<file path="src/rtl/sfx_pkg.sv">
// Shared types, attenuation helper and the game's clip table for the sound-effect player.
package sfx_pkg;

    typedef enum logic [1:0] {
        StIdle,
        StWaitTick,
        StFetch,
        StCapture
    } sfx_state_t;

    localparam int unsigned SFX_CLIPS  = 4;
    localparam int unsigned SFX_ADDR_W = 18;

    localparam int unsigned SFX_YAY   = 0;
    localparam int unsigned SFX_JUMP  = 1;
    localparam int unsigned SFX_GEM   = 2;
    localparam int unsigned SFX_DEATH = 3;

    // Packed as {DEATH, GEM, JUMP, YAY}; clips sit back to back in the ROM.
    localparam logic [SFX_CLIPS*SFX_ADDR_W-1:0] SFX_CLIP_BASE =
        {18'h0ABE0, 18'h08CA0, 18'h07D00, 18'h00000};
    localparam logic [SFX_CLIPS*SFX_ADDR_W-1:0] SFX_CLIP_LEN  =
        {18'h03E80, 18'h01F40, 18'h00FA0, 18'h07D00};

    // Operates on a sample left-aligned in 16 bits, so any sample width up to 16 can use it
    // by taking the top bits of the result.
    function automatic logic [15:0] sfx_attenuate(input logic [15:0] sample,
                                                  input logic [1:0]  vol);
        logic signed [16:0] centred;
        logic signed [16:0] scaled;
        centred = $signed({1'b0, sample}) - 17'sd32768;
        scaled  = (centred >>> vol) + 17'sd32768;
        return scaled[15:0];
    endfunction

endpackage

</file>
<file path="src/rtl/sfx_rate_divider.sv">
// Free-running sample-rate divider: one-cycle rate_tick every DIV clocks.
module sfx_rate_divider #(
    parameter int unsigned DIV = 6250
) (
    input  logic CLK,
    input  logic RESET_N,
    output logic rate_tick
);

    localparam int unsigned CntW = (DIV > 1) ? $clog2(DIV) : 1;
    localparam logic [CntW-1:0] CntLast = CntW'(DIV - 1);

    logic [CntW-1:0] cnt_q;

    assign rate_tick = (cnt_q == CntLast);

    always_ff @(posedge CLK or negedge RESET_N) begin
        if (!RESET_N) begin
            cnt_q <= '0;
        end else if (rate_tick) begin
            cnt_q <= '0;
        end else begin
            cnt_q <= cnt_q + CntW'(1);
        end
    end

endmodule

</file>
<file path="src/rtl/sfx_clip_player.sv">
// Multi-clip sound-effect sequencer: reads clips from a shared sample ROM at the sample rate,
// with priority pre-emption, looping, stop and volume attenuation.
module sfx_clip_player
    import sfx_pkg::*;
#(
    parameter int unsigned CLIPS    = 4,
    parameter int unsigned ADDR_W   = 18,
    parameter int unsigned SAMPLE_W = 8,
    parameter int unsigned DIV      = 6250,
    parameter int unsigned ROM_LAT  = 1,
    parameter logic [CLIPS*ADDR_W-1:0] CLIP_BASE = SFX_CLIP_BASE,
    parameter logic [CLIPS*ADDR_W-1:0] CLIP_LEN  = SFX_CLIP_LEN
) (
    input  logic                       CLK,
    input  logic                       RESET_N,
    input  logic                       trig,
    input  logic [$clog2(CLIPS)-1:0]   trig_id,
    input  logic                       trig_loop,
    input  logic                       stop,
    input  logic [1:0]                 vol,
    output logic [ADDR_W-1:0]          rom_addr,
    input  logic [SAMPLE_W-1:0]        rom_data,
    output logic [SAMPLE_W-1:0]        audio_sample_out,
    output logic                       sample_tick,
    output logic                       trig_ack,
    output logic                       busy,
    output logic                       done,
    output logic [$clog2(CLIPS)-1:0]   cur_id
);

    localparam int unsigned IdW = $clog2(CLIPS);
    localparam logic [SAMPLE_W-1:0] Mid = {1'b1, {(SAMPLE_W-1){1'b0}}};

    sfx_state_t          state_q, state_d;
    logic [1:0]          fetch_cnt_q, fetch_cnt_d;
    logic [ADDR_W-1:0]   addr_q, addr_d;
    logic [ADDR_W-1:0]   remaining_q, remaining_d;
    logic [ADDR_W-1:0]   base_q, base_d;
    logic [ADDR_W-1:0]   len_q, len_d;
    logic                loop_q, loop_d;
    logic                busy_q, busy_d;
    logic [IdW-1:0]      cur_id_q, cur_id_d;
    logic [SAMPLE_W-1:0] sample_q, sample_d;
    logic                tick_q, tick_d;
    logic                ack_q, ack_d;
    logic                done_q, done_d;
    logic                mid_pending_q, mid_pending_d;

    logic                rate_tick;
    logic                accept;
    logic [ADDR_W-1:0]   trig_base, trig_len;
    logic [15:0]         rom_data_al, att_al;
    logic [SAMPLE_W-1:0] att_sample;

    sfx_rate_divider #(
        .DIV(DIV)
    ) u_rate_divider (
        .CLK      (CLK),
        .RESET_N  (RESET_N),
        .rate_tick(rate_tick)
    );

    assign trig_base   = CLIP_BASE[trig_id * ADDR_W +: ADDR_W];
    assign trig_len    = CLIP_LEN[trig_id * ADDR_W +: ADDR_W];
    assign accept      = trig && !stop && ((state_q == StIdle) || (trig_id <= cur_id_q));
    assign rom_data_al = 16'(rom_data) << (16 - SAMPLE_W);
    assign att_al      = sfx_attenuate(rom_data_al, vol);
    assign att_sample  = att_al[15 -: SAMPLE_W];

    always_comb begin
        state_d       = state_q;
        fetch_cnt_d   = fetch_cnt_q;
        addr_d        = addr_q;
        remaining_d   = remaining_q;
        base_d        = base_q;
        len_d         = len_q;
        loop_d        = loop_q;
        busy_d        = busy_q;
        cur_id_d      = cur_id_q;
        sample_d      = sample_q;
        mid_pending_d = mid_pending_q;
        tick_d        = 1'b0;
        ack_d         = 1'b0;
        done_d        = 1'b0;

        if (stop) begin
            state_d       = StIdle;
            busy_d        = 1'b0;
            sample_d      = Mid;
            tick_d        = 1'b1;
            mid_pending_d = 1'b0;
        end else if (accept) begin
            // Loading a new clip abandons any fetch already under way.
            state_d       = StWaitTick;
            addr_d        = trig_base;
            remaining_d   = trig_len;
            base_d        = trig_base;
            len_d         = trig_len;
            loop_d        = trig_loop;
            busy_d        = 1'b1;
            cur_id_d      = trig_id;
            ack_d         = 1'b1;
            mid_pending_d = 1'b0;
        end else begin
            unique case (state_q)
                StIdle: begin
                    if (rate_tick && mid_pending_q) begin
                        sample_d      = Mid;
                        tick_d        = 1'b1;
                        mid_pending_d = 1'b0;
                    end
                end
                StWaitTick: begin
                    if (rate_tick) begin
                        state_d     = StFetch;
                        fetch_cnt_d = '0;
                    end
                end
                StFetch: begin
                    // The sample register loads as FETCH ends, so the tick is visible in CAPTURE.
                    if (fetch_cnt_q == 2'(ROM_LAT - 1)) begin
                        state_d  = StCapture;
                        sample_d = att_sample;
                        tick_d   = 1'b1;
                    end else begin
                        fetch_cnt_d = fetch_cnt_q + 2'd1;
                    end
                end
                StCapture: begin
                    if (remaining_q == ADDR_W'(1)) begin
                        if (loop_q) begin
                            state_d     = StWaitTick;
                            addr_d      = base_q;
                            remaining_d = len_q;
                        end else begin
                            state_d       = StIdle;
                            busy_d        = 1'b0;
                            done_d        = 1'b1;
                            mid_pending_d = 1'b1;
                        end
                    end else begin
                        state_d     = StWaitTick;
                        addr_d      = addr_q + ADDR_W'(1);
                        remaining_d = remaining_q - ADDR_W'(1);
                    end
                end
                default: state_d = StIdle;
            endcase
        end
    end

    always_ff @(posedge CLK or negedge RESET_N) begin
        if (!RESET_N) begin
            state_q       <= StIdle;
            fetch_cnt_q   <= '0;
            addr_q        <= '0;
            remaining_q   <= '0;
            base_q        <= '0;
            len_q         <= '0;
            loop_q        <= 1'b0;
            busy_q        <= 1'b0;
            cur_id_q      <= '0;
            sample_q      <= Mid;
            tick_q        <= 1'b0;
            ack_q         <= 1'b0;
            done_q        <= 1'b0;
            mid_pending_q <= 1'b0;
        end else begin
            state_q       <= state_d;
            fetch_cnt_q   <= fetch_cnt_d;
            addr_q        <= addr_d;
            remaining_q   <= remaining_d;
            base_q        <= base_d;
            len_q         <= len_d;
            loop_q        <= loop_d;
            busy_q        <= busy_d;
            cur_id_q      <= cur_id_d;
            sample_q      <= sample_d;
            tick_q        <= tick_d;
            ack_q         <= ack_d;
            done_q        <= done_d;
            mid_pending_q <= mid_pending_d;
        end
    end

    assign rom_addr         = addr_q;
    assign audio_sample_out = sample_q;
    assign sample_tick      = tick_q;
    assign trig_ack         = ack_q;
    assign busy             = busy_q;
    assign done             = done_q;
    assign cur_id           = cur_id_q;

endmodule

</file>
<file path="config.mk">
export PLATFORM = sky130hd
export DESIGN_NAME = sfx_clip_player
export DESIGN_NICKNAME = d
export VERILOG_FILES = /design/src/rtl/sfx_pkg.sv /design/src/rtl/sfx_rate_divider.sv /design/src/rtl/sfx_clip_player.sv
export SDC_FILE = /design/constraint.sdc
export NUM_CORES = 1
export LEC_CHECK = 0
export ABC_CLOCK_PERIOD_IN_PS = 2600
export BUFFER_PORTS_ARGS = -buffer_cell sky130_fd_sc_hd__buf_4
export CAP_MARGIN = 20
export CORE_MARGIN = 1
export CORE_UTILIZATION = 59
export CTS_CLUSTER_SIZE = 28
export DETAILED_ROUTE_END_ITERATION = 10
export GPL_ROUTABILITY_DRIVEN = 0
export PLACE_DENSITY = 0.8
export SYNTH_ARGS = -nofsm -noshare
export SYNTH_HDL_FRONTEND = slang
export SYNTH_SLANG_ARGS = --single-unit
</file>
<file path="constraint.sdc">
create_clock -name CLK -period 2.6 [get_ports CLK]
set_input_delay 0.39 -clock CLK [delete_from_list [all_inputs] [get_ports CLK]]
set_output_delay 0.39 -clock CLK [all_outputs]
set_load 0.01 [all_outputs]
</file>
---- Word-level counts from Yosys, hierarchy flattened ----
Index checks and enable logic that the tools add are counted.
storage, ports and cells
  flip-flop bits (word level) ............. 105
  bits in latches ......................... 0
  memory bits (writable) .................. 0
  ROM bits ................................ 0
  bits of input ports ..................... 17
  output and inout port bits .............. 32
  word-level logic and storage cells ...... 113
  memories ................................ 0
operators by class
  add/sub/neg operators ................... 6
  multiply operators ...................... 1
  divide/modulo/power cells ............... 0
  order comparisons ....................... 1
  equal/unequal tests ..................... 17
  shift-type cells ........................ 3
  multiplexer cells ....................... 47
  bitwise gates (word level) .............. 2
  reduce and logical (&&, ||, !) cells .... 21
operators by type and width
  kind                                                         number
  two-way mux 18 bit                                           8
  variable part select 72 x 8 -> 18 bit, first input constant  2
  two-way mux 8 bit                                            4
  two-way mux 1 bit                                            22
  adder 18 x 1 -> 18 bit, second input constant                1
  equality test 18 x 1 -> 1 bit, second input constant         1
  subtractor 18 x 1 -> 18 bit, second input constant           1
  >>> shifter 17 x 2 -> 16 bit                                 1
  subtractor 16 x 16 -> 17 bit, second input constant          1
  adder 16 bit, second input constant                          1
  inequality test 4 bit, second input constant                 4
  one-hot mux 8 bit (2 select lines)                           1
  two-way mux 2 bit                                            7
  adder 13 x 1 -> 13 bit, second input constant                1
  equality test 13 bit, second input constant                  1
  two-way mux 13 bit                                           1
  AND reduction 3 bit                                          3
  nonzero test 3 bit                                           3
  AND reduction 4 bit                                          2
  multiplier 2 x 4 -> 6 bit, second input constant             1
  inequality test 2 bit, second input constant                 3
  inequality test 3 x 2 -> 1 bit, second input constant        2
  inequality test 3 bit, second input constant                 2
  one-hot mux 2 bit (3 select lines)                           1
  17 further kinds                                             24

---- Logic depth before layout (Yosys ltp) ----
Gate-level depths: netlist (run 1).
  depth in word-level cells ............... 7
  depth in mapped cells ................... 10
  depth with buffers taken out ............ 9

---- Hierarchy ----
From an unflattened synthesis (run 1), not the netlist that was laid out.
second synthesis, totals
  cell total of the unflattened synthesis .. 506
  area total of the unflattened synthesis .. 4704.5 um2
by module, submodules not included
  module            instances  cells each  area an instance (um2)  seq. area each (um2)
  sfx_clip_player   1          446         4063.9                  1652.8
  sfx_rate_divider  1          60          640.6                   325.3

---- Worst setup path after synthesis (run 1) ----
Ideal clock, no wire load.
  path kind ............................... register to register
  from .................................... reg u_rate_divider.cnt_q[7]
  to ...................................... reg sample_q[4], in the netlist audio_sample_out[4]
  library setup time ...................... 0.125 ns
  arrival time ............................ 2.171 ns
  data required time ...................... 2.475 ns
  slack ................................... 0.304 ns
  cell stages (with the launch flop) ...... 6
  path buffers ............................ 0
  clock period less this slack ............ 2.296 ns
  cell sequence ........................... dfrtp_1 -> or4b_4 -> nor4_4 -> nand2_2 -> a311oi_4 -> mux2_2
between the ends
  longest elaborated chain between the ends .. 4
ends and longest elaborated chain
  item                                      line                    source
  from (decl)                               sfx_rate_divider.sv:13  logic [CntW-1:0] cnt_q;
  from (signal assigned)                    sfx_rate_divider.sv:23  cnt_q <= cnt_q + CntW'(1);
  equality test 13 bit                      sfx_rate_divider.sv:15  assign rate_tick = (cnt_q == CntLast);
  logical AND 1 bit                         sfx_clip_player.sv:107  if (rate_tick && mid_pending_q) begin
  inequality test 3 x 2 -> 1 bit (no line)  -
  AND reduction 4 bit (no line)             -
  to (signal assigned)                      sfx_clip_player.sv:163  sample_q <= Mid;
  to (signal assigned)                      sfx_clip_player.sv:178  sample_q <= sample_d;
  to (decl)                                 sfx_clip_player.sv:43   logic [SAMPLE_W-1:0] sample_q, sample_d;
Every way passes these cells.
A chain may end at the register's enable or synchronous reset.

---- Worst setup path in the final report (run 1) ----
  from .................................... reg remaining_q[8]
  to ...................................... reg remaining_q[14]
between the ends
  longest elaborated chain between the ends .. 4
  elaborated cells between the ends (all ways) .. 7
  classes of those cells .................. add/sub (1); eq/ne (2); mux (3); reduce/logical (1)
ends and longest elaborated chain
  item                                                                                 line                                            source
  from (decl)                                                                          sfx_clip_player.sv:37                           logic [ADDR_W-1:0] remaining_q, remaining_d;
  from (signal assigned)                                                               sfx_clip_player.sv:172                          remaining_q <= remaining_d;
  subtractor 18 x 1 -> 18 bit / equality test 18 x 1 -> 1 bit (equally long branches)  sfx_clip_player.sv:144, sfx_clip_player.sv:130
  two-way mux 18 bit                                                                   sfx_clip_player.sv:130                          if (remaining_q == ADDR_W'(1)) begin
  two-way mux 18 bit                                                                   sfx_clip_player.sv:105                          unique case (state_q)
  two-way mux 18 bit                                                                   sfx_clip_player.sv:92                           end else if (accept) begin
Parallel ways exist; a longest one is shown, timed or not. The select of a mux whose other input is x is not followed.

==> metrics.csv, run 1 <==
stage;metric;value;unit
run_status;status;completed;
layout;n_antenna_cell;0;
min_path;hold_path.class;in -> reg;
route;first_pass_iters;5;
setup_path;reg2reg_from;remaining_q[8];
clocking;cts_resized;0;
synthesis;syn_nets;519;
sta;min_period;2.49;ns
placement;portBuffers;48;
synthesis;ys_warn_count;0;
clocking;cts_root_buffer;clkbuf_8;
layout;final_common_cell;dfrtp_1;
clocking;clkTransAtPathRegs;0.08;ns
layout;seq_area;0.00198;sq mm
setup_path;worst_r2r_path_depth;6;
setup_path;rrSetupSlack;0.11;ns
route;wl_per_cell;17.3;microns
die;dieWidth;89.5;microns
die;io_pins;49;
global_routing;grt_max_degree;80;
setup_path;crit_required;2.83;ns
layout;multi_input_comb_area;0.00233;sq mm
setup_path;crit_path_end_kind;flip-flop;
global_routing;grt_pass1_vias;3686;
synthesis;synth_area_leader_cell;dfrtp_1;
route;vias;3962;
sta;tns;0;ns
layout;drive_gt1_frac;0.199;
layout;syn2layout_area_growth;17.3;%
setup_path;worstPathCellList;nor4_1 > nand4b_1 > o31a_1 > nand2_1 > a211oi_1 > a221o_1;
setup_path;r2r-end;remaining_q[14];
sta;tightest_slew;0.802;ns
global_routing;antenna_found_initial;0;
layout;finalNetCount;574;
synthesis;synth_seq_cells;79;
setup_path;path_buf_inv;0;
global_routing;grt_pass1_wl;18300;microns
die;start_util;0.616;
clocking;numCtsBuffers;9;
die;die_area;0.00801;sq mm
clocking;numClockSinks;79;
synthesis;synth.area.top_cells;dfrtp_1 (43%), ha_1 (5.3%), o21ai_0 (4.0%);
placement;dpl.hpwl;7870;microns
synthesis;syn_area;0.00452;sq mm
setup_path;crit_path_max_incr_delay;0.63;ns
synthesis;syn_avg_cell_area;9.35;sq um
global_routing;grt.overflow.total;0;
setup_path;criticalPathCategory;reg -> reg;
route;final_antenna_net_count;0;
sta;drv_slew;0;
sta;finalHoldViolations;0;
clocking;holdBufCountCts;0;
min_path;worstHoldPathCells;3;
route;drt_iter0_drc;425;
clocking;cts_tree;built;
clocking;postCtsSetupBuffers;0;
power_and_ir_drop;p_leak;2.41;nW
clocking;cts-htree-levels;3;
setup_path;cp_top_family;compound AO/OA/AOI/OAI gates;
clocking;clock_path_buffers;2;
synthesis;synth-async-reset-ratio;1.00;
global_routing;grt_usage;0.306;
die;row_count;31;
sta;rsz0062_at_grt;false;
min_path;min_to;loop_q;
synthesis;synth.distinct_cells;68;
power_and_ir_drop;totalPowerFinal;0.00334;W
die;die-height;89.5;microns
synthesis;seq_area_frac_synth;0.438;
run;drv_cap;0;
route;drc;0;
min_path;min_from;trig_loop;
synthesis;synth_edf_count;0;
route;vias_per_cell;6.17;
synthesis;synth_ff_type;dfrtp_1;
synthesis;syn_inst;483;
setup_path;crit_path_start_kind;flip-flop;
sta;layout_worst_path_cycle_share;0.959;
sta;setup_viol;0;
power_and_ir_drop;powerDensity;631;mW/mm^2
power_and_ir_drop;irDropWorstVdd;0.000531;V
sta;skew;0.00987;ns
route;drt_wl_total;11100;microns
setup_path;worstPathMaxFanout;18;
synthesis;post-synth-top-area-fraction;0.432;
setup_path;crit_arrival;2.73;ns
die;core_area;0.00733;sq mm
layout;final_cell_mix;dfrtp_1 (78), buf_4 (68), nand2_1 (47), nor2_1 (42), o21ai_0 (36);
layout;nFillCells;560;
clocking;insertion_delay;0.36;ns
sta;relSlewSlack;0.465;
setup_path;slowest_stage;o31a_1;
sta;fmax;401;MHz
sequential cells by signal (all words and copies together), names as in the netlist:
name and flops:
rom_addr 18, trig_ack 1, remaining_q 18, busy 1, u_rate_divider.cnt_q 13, sample_tick 1
fetch_cnt_q 2, mid_pending_q 1, audio_sample_out 8, base_q 6, len_q 6, loop_q 1
done 1, state_q 2
worst register-to-register path: cells and delay by family (launching register included):
kind | cells | cell delay [ns]
simple gates | 3 | 0.95
flops | 1 | 0.45
compound gates | 3 | 0.97
routing by layer:
metal  track usage  vias to the layer above  part of all wire
met2         0.447                      199              0.45
met4         0.107                        0             0.020
met3        0.0683                       21             0.075
met1         0.447                     1897              0.45
li1              -                     1845                 -
met5             0                        -                 0
power breakdown:
group          switching, W  leakage [nW]  internal, W
Sequential         0.000189          1.01      0.00139
Clock              0.000463         0.103     0.000470
Combinational      0.000438          1.30     0.000392
layout make-up:
cell class,instances,area share
clock buffer,11,0.0267
clock inverter,5,0.0109
inverter,20,0.0142
multi-input combinational,356,0.441
sequential,79,0.373
tap,99,0.0234
timing repair buffer,72,0.111
Yosys cell counts (3+ instances only):
| cell type | count |
|---|---|
| a31oi_1 | 8 |
| nor2_1 | 42 |
| mux4_2 | 4 |
| o21a_1 | 3 |
| nand4_1 | 10 |
| o31ai_1 | 6 |
| nand2b_1 | 7 |
| inv_1 | 18 |
| and4_1 | 3 |
| ha_1 | 19 |
| xnor2_1 | 10 |
| buf_2 | 8 |
| or2_2 | 4 |
| xor2_1 | 12 |
| a211oi_1 | 7 |
| a2bb2oi_1 | 3 |
| nor4_1 | 5 |
| clkbuf_1 | 14 |
| nand3_1 | 15 |
| buf_1 | 3 |
| o211ai_1 | 4 |
| nand2_1 | 47 |
| o22ai_1 | 5 |
| o21ai_0 | 36 |
| nor2b_1 | 5 |
| and3_1 | 11 |
| a22oi_1 | 4 |
| a21oi_1 | 30 |
| mux2_2 | 4 |
| nor3_1 | 6 |
| dfrtp_1 | 78 |
| mux2i_1 | 3 |
| or3_1 | 3 |
| nand3b_1 | 4 |
metrics by stage:
step / setup slack [ns] / cells / hold WS [ns] / utilization / instance area [sq um]
2_1_floorplan: 0.304 / 483 / 0.0944 / - / 4520
3_3_place_gp: 0.251 / 624 / 0.452 / 0.691 / 5060
3_5_place_dp: 0.203 / 624 / 0.458 / 0.691 / 5060
4_1_cts: 0.180 / 640 / 0.217 / 0.718 / 5260
5_1_grt: 0.0302 / 642 / 0.229 / 0.723 / 5300
6_report: 0.106 / 642 / 0.228 / 0.723 / 5300
worst max path at each step:
stage	start	endpoint	slack, ns	cells past startpoint
after global placement	remaining_q[10]	remaining_q[14]	0.25	6
after floorplan	u_rate_divider.cnt_q[7]	audio_sample_out[4]	0.30	5
after CTS	remaining_q[8]	remaining_q[14]	0.18	6
after global routing	remaining_q[14]	remaining_q[15]	0.03	6
final	remaining_q[8]	remaining_q[14]	0.11	6
after detailed placement	trig_id[0]	remaining_q[16]	0.20	10
cells by family (layout without fill, tap and decap cells):
logic type	count (synthesis)	after routing	synth area share
compound gates	129	129	0.185
xor+xnor	22	22	0.0426
fa+ha+maj	19	19	0.0526
buf+inv	48	108	0.0454
flops	79	79	0.438
mux	11	11	0.0366
simple gates	175	175	0.200
(Power assumes the default switching activity.)
==> run 2: changes to the inputs <==
--- a/config.mk
+++ b/config.mk
@@ -8,6 +8,7 @@
 export ABC_CLOCK_PERIOD_IN_PS = 2600
 export BUFFER_PORTS_ARGS = -buffer_cell sky130_fd_sc_hd__buf_4
 export CAP_MARGIN = 20
+export CORE_ASPECT_RATIO = 1.75
 export CORE_MARGIN = 1
 export CORE_UTILIZATION = 59
 export CTS_CLUSTER_SIZE = 28
==> run 2 against run 1 <==
Clock power grew 35%. Fmax is 0.84% higher. Die area grew 0.17%. Highest routed layer unchanged. Worst hold slack got worse by 0.17 ns. Total power rose by 9.8%. Critical path depth did not move.
==> metrics.csv, run 2 (synthesis results as in run 1) <==
stage;metric;value;unit
power_and_ir_drop;powerDensity;690;mW/mm^2
layout;final_common_cell;dfrtp_1;
sta;rsz0062_at_grt;true;
setup_path;path_buf_inv;0;
route;drt_wl_total;11500;microns
placement;dp_cells;608;
setup_path;crit_required;2.85;ns
layout;syn2layout_area_growth;17.7;%
route;wl_per_cell;18.4;microns
clocking;cts-htree-levels;3;
min_path;hold_path.class;in -> async;
layout;stdcell_count;624;
clocking;clkTransAtPathRegs;0.06;ns
route;top_layer;met4;
sta;tightest_slew;0.823;ns
sta;tns;0;ns
power_and_ir_drop;p_leak;2.42;nW
layout;seq_area;0.00198;sq mm
run;drv_cap;0;
sta;min_period;2.47;ns
sta;drv_slew;0;
setup_path;cp_top_family;simple AND/OR/NAND/NOR gates;
route;vias_per_cell;6.34;
setup_path;worstPathCellList;nor4_1 > nand4b_1 > o31a_1 > nor2_1 > nand2_1 > o21ai_0;
run_status;status;completed;
global_routing;grt_pass1_vias;4048;
die;core_area;0.00728;sq mm
global_routing;grt_pass1_wl;18700;microns
global_routing;grt_usage;0.313;
layout;n_antenna_cell;0;
layout;finalNetCount;569;
power_and_ir_drop;pwr-share-comb;0.221;
clocking;cts_resized;0;
global_routing;grt.overflow.total;0;
layout;multi_input_comb_area;0.00233;sq mm
clocking;cts_tree;built;
sta;fin_ws;0.127;ns
power_and_ir_drop;clkPwrFrac;0.343;
die;die_area;0.00803;sq mm
placement;portBuffers;48;
route;dr_wl_met3;473;microns
clocking;numCtsBuffers;9;
setup_path;crit_path_end_kind;flip-flop;
clocking;postCtsSetupBuffers;0;
placement;placed_cell_area;0.00502;sq mm
clocking;insertion_delay;0.34;ns
sta;setup_viol;0;
die;io_pins;49;
route;met2_length;6220;microns
power_and_ir_drop;switching_share;0.308;
route;final_antenna_net_count;0;
layout;final_util;0.730;
global_routing;grt_max_degree;80;
layout;nFillCells;566;
route;vias;3958;
route;drc;0;
power_and_ir_drop;power_frac_seq;0.437;
die;row_count;41;
placement;dpl.hpwl;8250;microns
setup_path;worstPathMaxFanout;18;
die;dieWidth;68.2;microns
sta;layout_worst_path_cycle_share;0.951;
sta;skew;0.00613;ns
power_and_ir_drop;power.internal;0.00254;W
sta;finalHoldViolations;0;
setup_path;criticalPathCategory;reg -> reg;
clocking;cts_root_buffer;clkbuf_16;
layout;final_cell_area;0.00532;sq mm
sta;fmax;404;MHz
setup_path;crit_path_max_incr_delay;0.64;ns
clocking;clock_path_buffers;2;
die;die-height;118;microns
layout;final_cell_mix;dfrtp_1 (78), buf_4 (65), nand2_1 (47), nor2_1 (42), o21ai_0 (36);
setup_path;crit_path_start_kind;flip-flop;
power_and_ir_drop;p_switching;0.00113;W
route;first_pass_iters;5;
power_and_ir_drop;irDropWorstVdd;0.000465;V
route;drt_iter0_drc;342;
global_routing;antenna_found_initial;0;
clocking;numClockSinks;79;
layout;drive_gt1_frac;0.191;
route;drt-met1-wl;4310;microns
die;start_util;0.620;
placement;dpl_worst_slack;0.164;ns
setup_path;slowest_stage;o31a_1;
sta;relSlewSlack;0.452;
setup_path;crit_arrival;2.72;ns
clocking;holdBufCountCts;0;
-- run 2: final timing paths --
kind / slack (ns) / end / cells after the start / start
setup / recovery: 0.13 / remaining_q[0] / 6 / remaining_q[10]
hold / removal: 0.06 / rom_addr[7] / 2 / RESET_N
setup reg to reg: 0.13 / remaining_q[0] / 6 / remaining_q[10]
hold reg to reg: 0.47 / len_q[6] / 2 / len_q[6]
max in group asynchronous: 2.20 / audio_sample_out[7] / 2 / RESET_N
min in group CLK: 0.25 / loop_q / 3 / trig_loop
-- run 2: power by group through the flow --
stage | clock [W] | sequential, W | combinational, W
global route | 0.00131 | 0.00162 | 0.000895
detailed placement | 0 | 0.00161 | 0.000800
CTS | 0.00126 | 0.00159 | 0.000806
floorplan | 0 | 0.00157 | 0.000508
finish | 0.00126 | 0.00160 | 0.000810
global placement | 0 | 0.00160 | 0.000778
-- run 2: metal layers --
layer | global-route usage | vias to the layer above
met5 | 0 | -
met1 | 0.349 | 1937
met4 | 0.161 | 0
met2 | 0.533 | 138
li1 | - | 1840
met3 | 0.0630 | 43
-- run 2: worst register-to-register path, cell delays in order (launching register included) --
cell      delay, ns
dfrtp_1        0.41
nor4_1         0.40
nand4b_1       0.32
o31a_1         0.64
nor2_1         0.43
nand2_1        0.09
o21ai_0        0.09
-- run 2: through the flow --
| step | hold WS [ns] | power, W |
|---|---|---|
| after floorplan | 0.0944 | 0.00207 |
| after global placement | 0.444 | 0.00238 |
| after detailed placement | 0.449 | 0.00241 |
| after CTS | 0.0899 | 0.00366 |
| after global routing | 0.104 | 0.00382 |
| final | 0.0611 | 0.00367 |
-- run 2: area by class of cell --
cell class / instances / area share
Multi-Input combinational cell: 356 / 0.439
Sequential cell: 79 / 0.372
Timing Repair Buffer: 67 / 0.0993
Clock buffer: 12 / 0.0464
Tap cell: 86 / 0.0202
Inverter: 20 / 0.0141
Clock inverter: 4 / 0.00894
==> run 3: changes to the inputs <==
--- a/config.mk
+++ b/config.mk
@@ -15,6 +15,7 @@
 export DETAILED_ROUTE_END_ITERATION = 10
 export GPL_ROUTABILITY_DRIVEN = 0
 export PLACE_DENSITY = 0.8
+export SETUP_SLACK_MARGIN = 0.15
 export SYNTH_ARGS = -nofsm -noshare
 export SYNTH_HDL_FRONTEND = slang
 export SYNTH_SLANG_ARGS = --single-unit
==> run 3 against run 2 <==
First-iteration DRC count fell by 13%. Setup slack improved by 0.047 ns. Sequential cell count stayed put. Utilization up 1.1 points. Highest routed layer unchanged. Global-route usage did not move. Non-clock buffer count grew 6. Clock-buffer cell count did not move. Register-to-register slack improved by 0.05 ns. Worst hold slack worse by 0.0014 ns. Cell area grew 1.5%. Via count grew 0.15%. Critical path depth up 2.
==> metrics.csv, run 3 (synthesis results as in run 1) <==
stage;metric;value;unit
layout;n_antenna_cell;0;
sta;layout_worst_path_cycle_share;0.933;
layout;syn2layout_area_growth;19.5;%
clocking;numClockSinks;79;
layout;final_cell_mix;dfrtp_1 (78), buf_4 (69), nand2_1 (46), nor2_1 (42), o21ai_0 (36);
setup_path;criticalPathCategory;reg -> reg;
global_routing;antenna_found_initial;0;
sta;fmax;412;MHz
layout;final_common_cell;dfrtp_1;
route;final_antenna_net_count;0;
route;drc;0;
placement;dpl.hpwl;8250;microns
sta;rsz0062_at_grt;true;
die;io_pins;49;
route;wl_per_cell;18.5;microns
sta;tns;0;ns
die;start_util;0.620;
clocking;cts_tree;built;
power_and_ir_drop;totalPowerFinal;0.00368;W
layout;drive_gt1_frac;0.208;
setup_path;crit_required;2.82;ns
setup_path;crit_path_end_kind;flip-flop;
die;dieWidth;68.2;microns
placement;portBuffers;48;
global_routing;grt_usage;0.313;
sta;skew;0.00600;ns
clocking;numCtsBuffers;9;
setup_path;crit_arrival;2.65;ns
sta;fin_ws;0.174;ns
clocking;cts_root_buffer;clkbuf_16;
sta;drv_slew;0;
global_routing;grt_max_degree;80;
route;drt_iter0_drc;297;
run_status;status;completed;
global_routing;grt.overflow.total;0;
sta;hold-worst-slack;0.0597;ns
clocking;clock_path_buffers;2;
power_and_ir_drop;powerDensity;681;mW/mm^2
global_routing;grt_pass1_vias;4048;
layout;finalNetCount;575;
clocking;clkTransAtPathRegs;0.06;ns
layout;final_util;0.741;
clocking;insertion_delay;0.34;ns
die;die-height;118;microns
die;core_area;0.00728;sq mm
die;row_count;41;
sta;min_period;2.43;ns
placement;dpl_worst_slack;0.164;ns
route;drt_wl_total;11700;microns
power_and_ir_drop;irDropWorstVdd;0.000432;V
setup_path;worstPathMaxFanout;7;
sta;tightest_slew;0.428;ns
power_and_ir_drop;p_leak;2.45;nW
min_path;hold_path.class;in -> async;
global_routing;grt_pass1_wl;18700;microns
setup_path;crit_path_start_kind;flip-flop;
die;die_area;0.00803;sq mm
route;first_pass_iters;5;
route;vias;3964;
run;drv_cap;0;
route;vias_per_cell;6.29;
sta;setup_viol;0;
clocking;cts-htree-levels;3;
sta;finalHoldViolations;0;
sta;relSlewSlack;0.714;
==> run 3: cell count changes in the layout (fill, tap and decap cells not counted), sizes merged <==
| cell | change |
|---|---|
| buf | +6 |
==> run 3: worst max-delay path: stages, from the launching register on <==
cell and delay, ns:
dfrtp_1 0.43, or4b_4 0.58, nor4_4 0.39, buf_4 0.18, buf_6 0.10, buf_4 0.14
o21ai_0 0.12, a221oi_1 0.28, nor3_1 0.09
==> run 3: timing repair <==
| item | 4_1_cts | 5_1_grt |
|---|---|---|
| endpoints found under the hold margin | 0 | 0 |
| hold buffers | 0 | 0 |
| resized for setup | 0 | 9 |
| endpoints found under the setup margin | 0 | 35 |
| setup buffers | 0 | 6 |
==> run 3: per-layer routing <==
| layer | routed length, microns | vias up | share of wire | track usage |
|---|---|---|---|---|
| li1 | - | 1850 | - | - |
| met1 | 4440 | 1967 | 0.38 | 0.349 |
| met2 | 6370 | 110 | 0.55 | 0.533 |
| met3 | 398 | 37 | 0.034 | 0.0630 |
| met4 | 452 | 0 | 0.039 | 0.161 |
| met5 | 0 | - | 0 | 0 |
==> run 3: worst paths after layout <==
path / start / end / slack (ns) / cells after the start
max: u_rate_divider.cnt_q[7] / state_q[1] / 0.17 / 8
min: RESET_N / rom_addr[7] / 0.06 / 2
max reg2reg: u_rate_divider.cnt_q[7] / state_q[1] / 0.17 / 8
min reg2reg: len_q[6] / len_q[6] / 0.47 / 2
max in group asynchronous: RESET_N / audio_sample_out[7] / 2.20 / 2
min in group CLK: trig_loop / loop_q / 0.25 / 3
==> run 3: cell type report <==
class                      instances  area [sq um]
fill                             551          1890
clock buffer                      12           246
tap                               86           108
inverter                          20          77.6
timing repair buffer              73           581
clock inverter                     4          47.5
sequential                        79          1980
multi-input combinational        356          2360
==> run 3: through the flow <==
step	cell area, sq um	instances
global placement	5020	608
floorplan	4520	483
CTS	5320	624
global route	5400	630
detailed placement	5020	608
finish	5400	630
==> run 3: power breakdown <==
| part | internal (W) | total, W | switching, W |
|---|---|---|---|
| clock network | 0.000766 | 0.00126 | 0.000489 |
| registers | 0.00139 | 0.00160 | 0.000214 |
| logic | 0.000385 | 0.000817 | 0.000431 |
